===== config.mk =====
export PLATFORM = sky130hd
export DESIGN_NAME = reg_file
export DESIGN_NICKNAME = d
export VERILOG_FILES = /design/src/rtl/reg_file.sv
export SDC_FILE = /design/constraint.sdc
export NUM_CORES = 1
export LEC_CHECK = 0
export BUFFER_PORTS_ARGS = -buffer_cell sky130_fd_sc_hd__buf_2
export CORE_MARGIN = 2
export CORE_UTILIZATION = 55
export DETAILED_ROUTE_END_ITERATION = 8
export PLACE_DENSITY = 0.74
export SETUP_SLACK_MARGIN = 0.3
export SLEW_MARGIN = 30
export SYNTH_ARGS = -nofsm -noshare
export SYNTH_HDL_FRONTEND = slang
export SYNTH_SLANG_ARGS = --single-unit

===== constraint.sdc =====
create_clock -name clk -period 5.09 [get_ports clk]
set_input_delay 0.7635 -clock clk [delete_from_list [all_inputs] [get_ports clk]]
set_output_delay 0.7635 -clock clk [all_outputs]
set_load 0.02 [all_outputs]

===== src/rtl/reg_file.sv =====
// reg_file: multi-port register file, one write port, NUM_RD registered read ports, write-first bypass
//   clk, rst            : clock, synchronous active-high reset (clears storage and read lanes)
//   we, waddr, wdata    : write port
//   re[NUM_RD]          : per-port read enable; a disabled lane holds its value
//   raddr[NUM_RD*ADDR_W]: read addresses, port i at [i*ADDR_W +: ADDR_W]
//   rdata[NUM_RD*WIDTH] : registered read data, port i at [i*WIDTH +: WIDTH]
module reg_file #(
    parameter int WIDTH    = 16,
    parameter int ADDR_W   = 3,
    parameter int NUM_RD   = 2,
    parameter int ZERO_REG = 0
) (
    input  logic                     clk,
    input  logic                     rst,
    input  logic                     we,
    input  logic [ADDR_W-1:0]        waddr,
    input  logic [WIDTH-1:0]         wdata,
    input  logic [NUM_RD-1:0]        re,
    input  logic [NUM_RD*ADDR_W-1:0] raddr,
    output logic [NUM_RD*WIDTH-1:0]  rdata
);
    localparam int DEPTH = 2**ADDR_W;
    logic [WIDTH-1:0] mem_q [DEPTH];
    logic [WIDTH-1:0] mem_d [DEPTH];
    logic [NUM_RD*WIDTH-1:0] rdata_q, rdata_d;
    logic wr_ok;
    // reads index the post-write image, which gives write-first bypass for free
    always_comb begin
        wr_ok = we && !(ZERO_REG != 0 && waddr == '0);
        mem_d = mem_q;
        if (wr_ok) mem_d[waddr] = wdata;
        rdata_d = rdata_q;
        for (int i = 0; i < NUM_RD; i++)
            if (re[i])
                rdata_d[i*WIDTH +: WIDTH] = (ZERO_REG != 0 && raddr[i*ADDR_W +: ADDR_W] == '0) ? '0
                                          : mem_d[raddr[i*ADDR_W +: ADDR_W]];
    end
    always_ff @(posedge clk) begin
        if (rst) begin
            mem_q   <= '{default: '0};
            rdata_q <= '0;
        end else begin
            mem_q   <= mem_d;
            rdata_q <= rdata_d;
        end
    end
    assign rdata = rdata_q;
endmodule


==> flow_metrics.env <==
export IMPL_status="finished, final reports clean"
export IMPL_tns_ns=0
export IMPL_yosysSeqAreaShare_pct=39.3
export IMPL_synthFlopType="dfxtp_1"
export IMPL_place_congestion=0.844
export IMPL_via_per_inst=6.58
export IMPL_clk_insertion_delay_late_ns=0.44
export IMPL_syn_area_per_cell_sq_um=8.46
export IMPL_die_x_um=126
export IMPL_async_reset_ff_share_pct=0
export IMPL_irDropWorstVdd_v=0.000278
export IMPL_dpl_hpwl_um=14600
export IMPL_worst_slew_pin_transition_ns=1.08
export IMPL_clock_fmax_mhz=391
export IMPL_tritoncts="yes"
export IMPL_core_area_sq_mm=0.0145
export IMPL_post_cts_buffers=0
export IMPL_synth_fa_ha_area_share_pct=0
export IMPL_avgRoutedWirePerCell_um=21.8
export IMPL_grt_antenna_before_repair=0
export IMPL_ys_warn_count=0
export IMPL_setup_ws_ns=2.53
export IMPL_synth_mux_area_share_pct=13.2
export IMPL_grt_pass1_vias=7151
export IMPL_drtIter0Drc=996
export IMPL_setup_violations=0
export IMPL_dieArea_sq_mm=0.0158
export IMPL_synth_compound_area_share_pct=21.2
export IMPL_syn_nets=993
export IMPL_power_mw=3.08
export IMPL_reg2reg_slack_ns=3.72
export IMPL_cts_hold_buf=0
export IMPL_via_count=7576
export IMPL_syn_area_sq_mm=0.00814
export IMPL_grt_pass1_wl_um=39600
export IMPL_synth_area_top_cells="dfxtp_1 (39%), mux2i_1 (13%), nor2_1 (9.3%)"
export IMPL_critPathCaptureType="flip-flop"
export IMPL_leakage_nw=3.82
export IMPL_grt_usage_pct=32.0
export IMPL_num_io_pins=62
export IMPL_cts_root_buf="clkbuf_16"
export IMPL_arrival_ns=2.90
export IMPL_cts_max_level=4
export IMPL_fp_row_count=44
export IMPL_skew_ns=0.00702
export IMPL_worstHoldPathType="flip-flop to flip-flop"
export IMPL_grt_overflow=0
export IMPL_yosysTopAreaCell="dfxtp_1"
export IMPL_fin_nets=984
export IMPL_synth_enable_flop_cells=0
export IMPL_drc_errors=0
export IMPL_yosysTopAreaCellShare_pct=39.3
export IMPL_synth_distinct_cells=41
export IMPL_synth_top_family_by_area="compound AO/OA/AOI/OAI gates"
export IMPL_antenna_cells=0
export IMPL_synthXorXnorAreaFrac_pct=0.215
export IMPL_clockBufferDepth=2
export IMPL_netlist_instances=963
export IMPL_routed_wl_um=25100
export IMPL_cts_buffers=17
export IMPL_final_hold_violation_count=0
export IMPL_synth_simple_gate_area_share_pct=20.0
export IMPL_post_cts_resized=0
export IMPL_synth_common_cells="nor2_1 (201), dfxtp_1 (160), mux2i_1 (107)"
export IMPL_place_inst=1118
export IMPL_criticalPathCategory="input port to flip-flop"
export IMPL_p_per_area_mw_per_mm2=342
export IMPL_final_antenna_net_count=0
export IMPL_min_period_over_period_pct=50.3
export IMPL_whs_ns=0.474
export IMPL_dr_pass1_iters=7
export IMPL_grt_max_degree=98
export IMPL_finalMaxSlewViolations=0
export IMPL_place_ws_ns=2.13
export IMPL_startpoint_type="input port"
export IMPL_finalCriticalPeriod_ns=2.56
export IMPL_syn2layout_area_growth_pct=10.3
export IMPL_max_cap_viol_count=0
export IMPL_start_util_pct=56.2
export IMPL_fin_cells=1151
export IMPL_die_h_um=126
export IMPL_io_buffers=61
export IMPL_slew_headroom_pct=27.9
export IMPL_cts_sinks=160
export IMPL_synth_most_common_cell="nor2_1"
export IMPL_required_ns=5.43
export IMPL_rsz0062_at_grt="no"
export IMPL_clkTransAtPathRegs_ns=0.06
export IMPL_drive_gt1_share_pct=14.6
export IMPL_worstPathMaxFanout=22
export IMPL_ys_ff_latch=160
[layout make-up]
cell class / instances / area (sq um)
Clock buffer: 21 / 460
Clock inverter: 11 / 161
Fill cell: 1275 / 5490
Inverter: 1 / 3.75
Multi-Input combinational cell: 699 / 4480
Sequential cell: 160 / 3200
Tap cell: 184 / 230
Timing Repair Buffer: 75 / 445
[sequential cells by signal (all words and copies together) (netlist names)]
signal  flops
mem_q     128
rdata      32
[layout by cell type (no fill, tap or decap), types with 2 or more instances in the layout]
| cell | Yosys | final |
|---|---|---|
| dfxtp_1 | 160 | 160 |
| a22oi_1 | 64 | 64 |
| buf_4 | 15 | 13 |
| nor4_1 | 8 | 8 |
| bufinv_16 | 0 | 4 |
| nor3_1 | 33 | 33 |
| nor2_1 | 201 | 198 |
| a311o_1 | 6 | 6 |
| o22ai_1 | 6 | 6 |
| nand4b_1 | 2 | 2 |
| clkbuf_8 | 0 | 2 |
| o21ai_0 | 5 | 5 |
| a222oi_1 | 21 | 21 |
| a21oi_1 | 105 | 105 |
| and2_1 | 3 | 3 |
| buf_2 | 15 | 60 |
| clkinv_2 | 0 | 5 |
| nor2b_1 | 5 | 2 |
| a2111oi_2 | 21 | 21 |
| mux2i_1 | 107 | 107 |
| a2111oi_1 | 4 | 4 |
| xor2_1 | 2 | 2 |
| and4bb_1 | 3 | 3 |
| clkbuf_16 | 0 | 17 |
| a221o_1 | 2 | 2 |
| and3_1 | 9 | 9 |
| clkbuf_1 | 63 | 2 |
| nand2_1 | 45 | 45 |
| nor2b_2 | 0 | 3 |
| nor2_2 | 2 | 4 |
| nand3_1 | 4 | 4 |
| nand2b_1 | 29 | 28 |
[worst max-delay path, cell delays in order]
cell,delay (ns)
buf_2,0.27
and4bb_1,0.90
buf_4,0.34
a21oi_1,0.06
nor2_1,0.12
nor3_1,0.07
a2111oi_2,0.37
[worst paths after layout]
check        cells after the start                  from                     end
max                              7              waddr[2]   rdata[8]$_SDFFE_PP0P_
min                              2  mem_q[63]$_SDFF_PP0_    mem_q[63]$_SDFF_PP0_
max reg2reg                      3  mem_q[15]$_SDFF_PP0_  rdata[15]$_SDFFE_PP0P_
min reg2reg                      2  mem_q[63]$_SDFF_PP0_    mem_q[63]$_SDFF_PP0_
[stage by stage]
step | utilization, % | instance area, sq um
after floorplan | - | 8140
after global placement | 57.5 | 8330
after detailed placement | 57.5 | 8330
after CTS | 61.8 | 8950
after global routing | 62.1 | 8980
final | 62.1 | 8980
[metal layers]
metal  up-vias  wire, um  global-route usage, %
met2       444     11100                   48.5
met3        67      2710                   6.84
met4         0       749                   13.3
met5         -         0                      0
met1      3624     10500                   44.3
li1       3441         -                      -
[where the power goes]
group | internal, mW | switching (mW)
registers | 1.29 | 0.0210
logic | 0.130 | 0.272
clock network | 0.843 | 0.517
[kinds of logic after synthesis]
group / after synthesis
flops: 160
simple gates: 354
mux: 107
compound gates: 236
buf+inv: 104
xor+xnor: 2
No activity file was read; power rests on OpenSTA's default activity.
